**config.mk**
```make
export PLATFORM = sky130hd
export DESIGN_NAME = fp_div_nr
export DESIGN_NICKNAME = d
export VERILOG_FILES = /design/src/rtl/fpu_pkg.sv /design/src/rtl/nr_recip_step.sv /design/src/rtl/fp_div_nr.sv
export SDC_FILE = /design/constraint.sdc
export NUM_CORES = 2
export LEC_CHECK = 0
export CAP_MARGIN = 10
export CELL_PAD_IN_SITES_DETAIL_PLACEMENT = 0
export CELL_PAD_IN_SITES_GLOBAL_PLACEMENT = 1
export CORE_MARGIN = 2
export CORE_UTILIZATION = 55
export DETAILED_ROUTE_END_ITERATION = 7
export GPL_TIMING_DRIVEN = 0
export HOLD_SLACK_MARGIN = 0.02
export PLACE_DENSITY_LB_ADDON = 0.3
export SLEW_MARGIN = 30
export SYNTH_ARGS = -nofsm -noshare
export SYNTH_HDL_FRONTEND = slang
export SYNTH_SLANG_ARGS = --single-unit
```
**constraint.sdc**
```tcl
create_clock -name clk -period 18.5 [get_ports clk]
set_input_delay 3.7 -clock clk [delete_from_list [all_inputs] [get_ports clk]]
set_output_delay 3.7 -clock clk [all_outputs]
set_load 0.01 [all_outputs]
```
**src/rtl/fpu_pkg.sv**
```systemverilog
// Shared definitions for the floating-point divider: FSM states, flag
// positions, exponent bias and special-value encodings.
package fpu_pkg;

  typedef enum logic [2:0] {
    ST_IDLE = 3'd0,
    ST_ITER = 3'd1,
    ST_MUL  = 3'd2,
    ST_CORR = 3'd3,
    ST_DONE = 3'd4
  } state_e;

  localparam int FLG_INV = 3;
  localparam int FLG_DBZ = 2;
  localparam int FLG_OVF = 1;
  localparam int FLG_UNF = 0;

  function automatic int fp_bias(input int nexp);
    return (1 << (nexp - 1)) - 1;
  endfunction

  function automatic logic [63:0] fp_exp_field(input logic [63:0] op, input int nexp, input int nsig);
    return (op >> nsig) & ((64'd1 << nexp) - 64'd1);
  endfunction

  function automatic logic [63:0] fp_frac_field(input logic [63:0] op, input int nsig);
    return op & ((64'd1 << nsig) - 64'd1);
  endfunction

  function automatic logic [63:0] fp_zero(input logic s, input int nexp, input int nsig);
    return {63'd0, s} << (nexp + nsig);
  endfunction

  function automatic logic [63:0] fp_inf(input logic s, input int nexp, input int nsig);
    return fp_zero(s, nexp, nsig) | (((64'd1 << nexp) - 64'd1) << nsig);
  endfunction

  function automatic logic [63:0] fp_qnan(input int nexp, input int nsig);
    return fp_inf(1'b0, nexp, nsig) | (64'd1 << (nsig - 1));
  endfunction

endpackage

```
**src/rtl/nr_recip_step.sv**
```systemverilog
// One Newton-Raphson reciprocal refinement x*(2 - b*x) in unsigned fixed
// point with 2 integer bits; the result is truncated back to W bits.
module nr_recip_step
  import fpu_pkg::*;
#(
  parameter int W = 18
) (
  input  logic [W-1:0] x,
  input  logic [W-1:0] b,
  output logic [W-1:0] x_next
);
  localparam int F = W - 2;
  localparam logic [2*W-1:0] TWO = {{(2*W-2){1'b0}}, 2'b10} << (2*F);

  logic [2*W-1:0] bx_s;
  logic [2*W-1:0] t_s;
  logic [3*W-1:0] p_s;

  // b*x and 2-b*x are kept exact so the only rounding is the final truncation.
  always_comb begin
    bx_s   = {{W{1'b0}}, b} * {{W{1'b0}}, x};
    t_s    = TWO - bx_s;
    p_s    = {{(2*W){1'b0}}, x} * {{W{1'b0}}, t_s};
    x_next = W'(p_s >> (2*F));
  end

endmodule

```
**src/rtl/fp_div_nr.sv**
```systemverilog
// Multi-cycle floating-point divider: Newton-Raphson reciprocal, multiply,
// one-ulp correction to an exact truncated quotient, normalise and pack.
module fp_div_nr
  import fpu_pkg::*;
#(
  parameter int NEXP = 8,
  parameter int NSIG = 7,
  parameter int ITER = 4
) (
  input  logic               clk,
  input  logic               rst_n,
  input  logic               in_valid,
  output logic               in_ready,
  input  logic [NEXP+NSIG:0] a,
  input  logic [NEXP+NSIG:0] b,
  output logic               out_valid,
  input  logic               out_ready,
  output logic [NEXP+NSIG:0] q,
  output logic [3:0]         flags
);
  localparam int N  = 1 + NEXP + NSIG;
  localparam int M  = NSIG + 1;
  localparam int W  = 2 * M + 2;
  localparam int F  = W - 2;
  localparam int QW = NSIG + 3;
  localparam int EW = NEXP + 2;
  localparam int RW = QW + M + 1;

  localparam logic [EW-1:0] BIAS_E   = EW'(fp_bias(NEXP));
  localparam logic [EW-1:0] ONE_E    = {{(EW-1){1'b0}}, 1'b1};
  localparam logic [EW-1:0] ZERO_E   = {EW{1'b0}};
  localparam logic [EW-1:0] EMAX_E   = {2'b00, {NEXP{1'b1}}};
  localparam logic [W-1:0]  X0       = {2'b00, 2'b11, {(F-2){1'b0}}};
  localparam logic [2:0]    CNT_LAST = 3'(ITER - 1);

  state_e          state_r, state_n;
  logic [2:0]      cnt_r;
  logic            sign_r, spec_r;
  logic [EW-1:0]   exp_r;
  logic [M-1:0]    ma_r, mb_r;
  logic [W-1:0]    x_r, x_next_s, ma_q_s, mb_q_s;
  logic [QW-1:0]   qm_r, qm_mul_s, qm_corr_s, norm_s;
  logic [N-1:0]    spec_q_r, spec_q_s, res_q_s, q_r;
  logic [3:0]      spec_flags_r, spec_flags_s, res_flags_s, flags_r;
  logic            out_valid_r, in_ready_r;
  logic            accept_s, take_s, load_out_s;
  logic [NEXP-1:0] ea_s, eb_s;
  logic [NSIG-1:0] fa_s, fb_s;
  logic            sign_s, spec_s;
  logic            a_zero_s, a_inf_s, a_nan_s, b_zero_s, b_inf_s, b_nan_s;
  logic [EW-1:0]   exp_t_s, exp_n_s;
  logic [2*W-1:0]  prod_s;
  logic [QW+M-1:0] qmb_s;
  logic [RW-1:0]   r_s;

  // Unpack operands and resolve special operands at accept time.
  always_comb begin
    ea_s     = NEXP'(fp_exp_field(64'(a), NEXP, NSIG));
    eb_s     = NEXP'(fp_exp_field(64'(b), NEXP, NSIG));
    fa_s     = NSIG'(fp_frac_field(64'(a), NSIG));
    fb_s     = NSIG'(fp_frac_field(64'(b), NSIG));
    sign_s   = a[N-1] ^ b[N-1];
    a_zero_s = (ea_s == {NEXP{1'b0}});
    b_zero_s = (eb_s == {NEXP{1'b0}});
    a_inf_s  = (ea_s == {NEXP{1'b1}}) && (fa_s == {NSIG{1'b0}});
    b_inf_s  = (eb_s == {NEXP{1'b1}}) && (fb_s == {NSIG{1'b0}});
    a_nan_s  = (ea_s == {NEXP{1'b1}}) && (fa_s != {NSIG{1'b0}});
    b_nan_s  = (eb_s == {NEXP{1'b1}}) && (fb_s != {NSIG{1'b0}});
    exp_t_s  = {2'b00, ea_s} - {2'b00, eb_s} + BIAS_E;
    spec_s       = 1'b1;
    spec_flags_s = 4'b0000;
    if (a_nan_s || b_nan_s || (a_zero_s && b_zero_s) || (a_inf_s && b_inf_s)) begin
      spec_q_s              = N'(fp_qnan(NEXP, NSIG));
      spec_flags_s[FLG_INV] = 1'b1;
    end else if (a_inf_s) begin
      spec_q_s = N'(fp_inf(sign_s, NEXP, NSIG));
    end else if (b_zero_s) begin
      spec_q_s              = N'(fp_inf(sign_s, NEXP, NSIG));
      spec_flags_s[FLG_DBZ] = 1'b1;
    end else if (a_zero_s || b_inf_s) begin
      spec_q_s = N'(fp_zero(sign_s, NEXP, NSIG));
    end else begin
      spec_s   = 1'b0;
      spec_q_s = {N{1'b0}};
    end
  end

  nr_recip_step #(.W(W)) u_step (
    .x      (x_r),
    .b      (mb_q_s),
    .x_next (x_next_s)
  );

  // Quotient estimate, then exact remainder test: r = ma - qm*mb scaled to integers.
  always_comb begin
    ma_q_s   = {1'b0, ma_r, {(F-NSIG){1'b0}}};
    mb_q_s   = {1'b0, mb_r, {(F-NSIG){1'b0}}};
    prod_s   = {{W{1'b0}}, ma_q_s} * {{W{1'b0}}, x_r};
    qm_mul_s = QW'(prod_s >> (2*F - NSIG - 2));
    qmb_s    = {{M{1'b0}}, qm_r} * {{QW{1'b0}}, mb_r};
    r_s      = {2'b00, ma_r, {(NSIG+2){1'b0}}} - {1'b0, qmb_s};
    if (r_s[RW-1]) begin
      qm_corr_s = qm_r - {{(QW-1){1'b0}}, 1'b1};
    end else if (r_s >= {{(RW-M){1'b0}}, mb_r}) begin
      qm_corr_s = qm_r + {{(QW-1){1'b0}}, 1'b1};
    end else begin
      qm_corr_s = qm_r;
    end
  end

  // Normalise, range-check and pack the final result.
  always_comb begin
    norm_s      = qm_r[QW-1] ? qm_r : {qm_r[QW-2:0], 1'b0};
    exp_n_s     = qm_r[QW-1] ? exp_r : exp_r - ONE_E;
    res_flags_s = 4'b0000;
    if (spec_r) begin
      res_q_s     = spec_q_r;
      res_flags_s = spec_flags_r;
    end else if ($signed(exp_n_s) >= $signed(EMAX_E)) begin
      res_q_s              = N'(fp_inf(sign_r, NEXP, NSIG));
      res_flags_s[FLG_OVF] = 1'b1;
    end else if ($signed(exp_n_s) <= $signed(ZERO_E)) begin
      res_q_s              = N'(fp_zero(sign_r, NEXP, NSIG));
      res_flags_s[FLG_UNF] = 1'b1;
    end else begin
      res_q_s = {sign_r, NEXP'(exp_n_s), NSIG'(norm_s >> 2)};
    end
  end

  // State register.
  always_ff @(posedge clk or negedge rst_n) begin
    if (!rst_n) state_r <= ST_IDLE;
    else        state_r <= state_n;
  end

  // Next-state logic.
  always_comb begin
    state_n = state_r;
    case (state_r)
      ST_IDLE: if (accept_s) state_n = ST_ITER; else state_n = ST_IDLE;
      ST_ITER: if (cnt_r == CNT_LAST) state_n = ST_MUL; else state_n = ST_ITER;
      ST_MUL:  state_n = ST_CORR;
      ST_CORR: state_n = ST_DONE;
      ST_DONE: if (take_s) state_n = ST_IDLE; else state_n = ST_DONE;
      default: state_n = ST_IDLE;
    endcase
  end

  // Handshake decode; the first DONE cycle loads the output registers.
  always_comb begin
    accept_s   = in_valid && in_ready_r && (state_r == ST_IDLE);
    take_s     = out_valid_r && out_ready;
    load_out_s = (state_r == ST_DONE) && !out_valid_r;
  end

  // Datapath registers.
  always_ff @(posedge clk or negedge rst_n) begin
    if (!rst_n) begin
      cnt_r <= 3'd0; sign_r <= 1'b0; spec_r <= 1'b0; exp_r <= {EW{1'b0}};
      ma_r <= {M{1'b0}}; mb_r <= {M{1'b0}}; x_r <= {W{1'b0}}; qm_r <= {QW{1'b0}};
      spec_q_r <= {N{1'b0}}; spec_flags_r <= 4'b0000;
    end else begin
      case (state_r)
        ST_IDLE: begin
          if (accept_s) begin
            cnt_r <= 3'd0; sign_r <= sign_s; spec_r <= spec_s; exp_r <= exp_t_s;
            ma_r <= {1'b1, fa_s}; mb_r <= {1'b1, fb_s}; x_r <= X0;
            spec_q_r <= spec_q_s; spec_flags_r <= spec_flags_s;
          end else begin
            cnt_r <= cnt_r;
          end
        end
        ST_ITER: begin
          x_r   <= x_next_s;
          cnt_r <= cnt_r + 3'd1;
        end
        ST_MUL:  qm_r <= qm_mul_s;
        ST_CORR: qm_r <= qm_corr_s;
        default: cnt_r <= cnt_r;
      endcase
    end
  end

  // Output registers.
  always_ff @(posedge clk or negedge rst_n) begin
    if (!rst_n) begin
      in_ready_r <= 1'b1; out_valid_r <= 1'b0; q_r <= {N{1'b0}}; flags_r <= 4'b0000;
    end else begin
      in_ready_r <= (state_n == ST_IDLE);
      if (load_out_s) begin
        out_valid_r <= 1'b1;
        q_r         <= res_q_s;
        flags_r     <= res_flags_s;
      end else if (take_s) begin
        out_valid_r <= 1'b0;
      end else begin
        out_valid_r <= out_valid_r;
      end
    end
  end

  assign in_ready  = in_ready_r;
  assign out_valid = out_valid_r;
  assign q         = q_r;
  assign flags     = flags_r;

endmodule

```
==> results.txt <==
Worst slew pin tran -> 1.06 ns
Status -> completed
Worst clock skew -> 0.0153 ns
First-pass GRT wire length -> 145000 um
Mapped Area -> 30700 um^2
FF+latch area -> 2180 um^2
Crit path launch type -> flop
Chip height -> 240 um
Post-CTS setup buffer count -> 0
Placer Congestion -> 0.941
Synth Area per Inst -> 8.68 um^2
CP Max Fanout -> 10
Syn Inst Count -> 3537
Type of the worst min-delay path -> reg2reg
Initial Utilization -> 0.556
Detailed Route WL -> 91000 um
Slowest cell on crit path -> xor2_2
Initial DRT Pass Iterations -> 5
Placed cells -> 4346
Synth async-reset ratio -> 1.00
Core area -> 55200 um^2
Total CTS buffers -> 9
RSZ-0062 raised after global routing -> false
Final Non-Filler Cells -> 4364
Final #Nets -> 4536
DRC -> 0
Critical path type -> reg2reg
Yosys reg bits -> 87
Critical Path AT -> 15.18 ns
Global Route Usage Sum -> 0.333
Fin crit share -> 0.804
Cell with the most instances after synthesis -> inv_1
Sequential share of the synthesized area -> 0.0709
CP peak stage delay -> 0.71 ns
CP Data Required Time -> 18.81 ns
Crit end category -> flop
Initial antenna violation count -> 3
Fraction of layout cells with a size suffix above 1 -> 0.0183
# H-tree levels -> 3
Ys Warns -> 0
Area contributors post-synth -> fa_1 42%, ha_1 10%, inv_1 9.3%, and2_1 7.4%, dfrtp_1 7.0%
Clk Latency, worst-skew pair -> 0.37 ns
Total Die Area -> 57800 um^2
Top FF cell, synth -> dfrtp_1
Final worst slack -> 3.62 ns
Post-DP HPWL -> 76800 um
Post-synth EDFFs -> 0
Avg Vias per Cell -> 5.61
IO Count -> 58
FMAX -> 67.2 MHz
Setup tns final -> 0 ns
Port Buf Inserts -> 57
Number of global-route vias before repair -> 26300
Sink Count -> 87
Vias -> 24500
Yosys cell types -> 76
Final Hold Viols -> 0
Slew Limit Fails -> 0
Filler Cell Count -> 5039
Initial DRC count -> 1399
Routed len/inst -> 20.9 um
Crit-path most repeated cell -> fa_1
Area Growth Syn to Fin -> 6.38%
Die W -> 240 um
Root Driver -> clkbuf_16
Routed Antenna Nets -> 0
CTS tree -> built
Largest net degree at the start of global routing -> 68
Top-area cell type share of the netlist area -> 0.418
Slew margin rel. -> 0.286
Commonest cells in the netlist -> 765 x inv_1, 641 x fa_1, 541 x nand2_1
GRT Residual Overflow -> 0
Pre-CTS WS -> 3.62 ns
Synth area leader -> fa_1
Setup violators final -> 0
Final core occ -> 0.592
Maxcap violations -> 0
Tmin final -> 14.88 ns
CTS clk-pin slew, worst paths -> 0.07 ns
Longest Clk Path Bufs -> 2
Post-CTS resize count -> 0
Syn nets -> 4464
Multi-input logic area -> 25100 um^2
Hold buffers post-CTS -> 0
FP Rows -> 86
[layer usage]
layer	track usage	vias to the layer above	routed length (um)
met2	0.567	921	44300
met4	0.181	4	5820
met3	0.0445	269	5660
met5	0	-	22
met1	0.411	12500	35200
li1	-	10800	-
[sequential cells by signal, indices dropped and copies added (netlist names)]
signal and count:
in_ready 1, out_valid 1, exp_r 10, spec_flags_r 1, ma_r 8, spec_r 1
qm_r 10, x_r 18, mb_r 7, sign_r 1, cnt_r 3, spec_q_r 3
state_r 3, q 16, flags 4
[worst paths after layout]
check,startpoint,depth (start not counted),slack [ns],to
hold reg to reg,q[0],2,0.48,q[0]
setup / recovery,mb_r[4],43,3.62,x_r[17]
setup reg to reg,mb_r[4],43,3.62,x_r[17]
hold / removal,q[0],2,0.48,q[0]
max in group asynchronous,rst_n,2,14.69,mb_r[5]
min in group asynchronous,rst_n,1,3.17,q[12]
[placed cells by master (no fill, tap or decap), drive strengths merged, types with 10 or more instances in the layout]
cell | netlist | final
inv | 765 | 767
fa | 641 | 641
nand2 | 541 | 541
and2 | 363 | 363
ha | 250 | 250
clkbuf | 173 | 185
o21ai | 88 | 88
dfrtp | 86 | 86
a21oi | 78 | 78
nor2 | 77 | 77
xnor2 | 65 | 65
clkdlybuf4s50 | 0 | 56
a21o | 42 | 42
xor2 | 41 | 41
nand3 | 37 | 37
nor3 | 32 | 32
and3 | 32 | 32
o21a | 20 | 20
nand2b | 13 | 13
a211oi | 13 | 13
nand4 | 12 | 12
or3 | 12 | 12
nor2b | 11 | 11
a221o | 11 | 11
mux2i | 10 | 10
buf | 5 | 10
[layout make-up]
class,count,area share
multi-input cells,2506,0.768
inverters,766,0.0880
flip-flops and latches,87,0.0667
well taps,748,0.0286
plain buffers,178,0.0207
repair buffers,61,0.0194
clock buffers,12,0.00754
clock inverters,4,0.000842
diodes,2,0.000153
[per-stage QoR]
| step | area, um^2 | hold slack [ns] |
|---|---|---|
| after CTS | 32700 | 0.489 |
| final | 32700 | 0.484 |
| after floorplan | 30700 | 0.443 |
| after detailed placement | 32400 | 0.473 |
| after global placement | 32200 | 0.459 |
| after global routing | 32700 | 0.518 |
[worst max-delay path, delay by kind of cell, from the launching register on]
family / cells / cell delay (ns)
AOI/OAI and AO/OA: 8 / 2.78
xor gates and xnor gates: 1 / 0.71
adders and majority gates: 12 / 5.70
buffers and inverters: 10 / 1.95
DFF: 1 / 0.35
and+or+nand+nor: 12 / 3.31
[logic make-up after synthesis]
family | Yosys count | share of synthesized area
and+or+nand+nor | 1169 | 0.187
buffers and inverters | 944 | 0.116
adders and majority gates | 891 | 0.520
AOI/OAI and AO/OA | 329 | 0.0726
xor gates and xnor gates | 106 | 0.0302
DFF | 87 | 0.0709
muxes | 11 | 0.00363
Power is not shown: default switching activity piles up to over one toggle a cycle in this logic, so the estimate is an artifact.
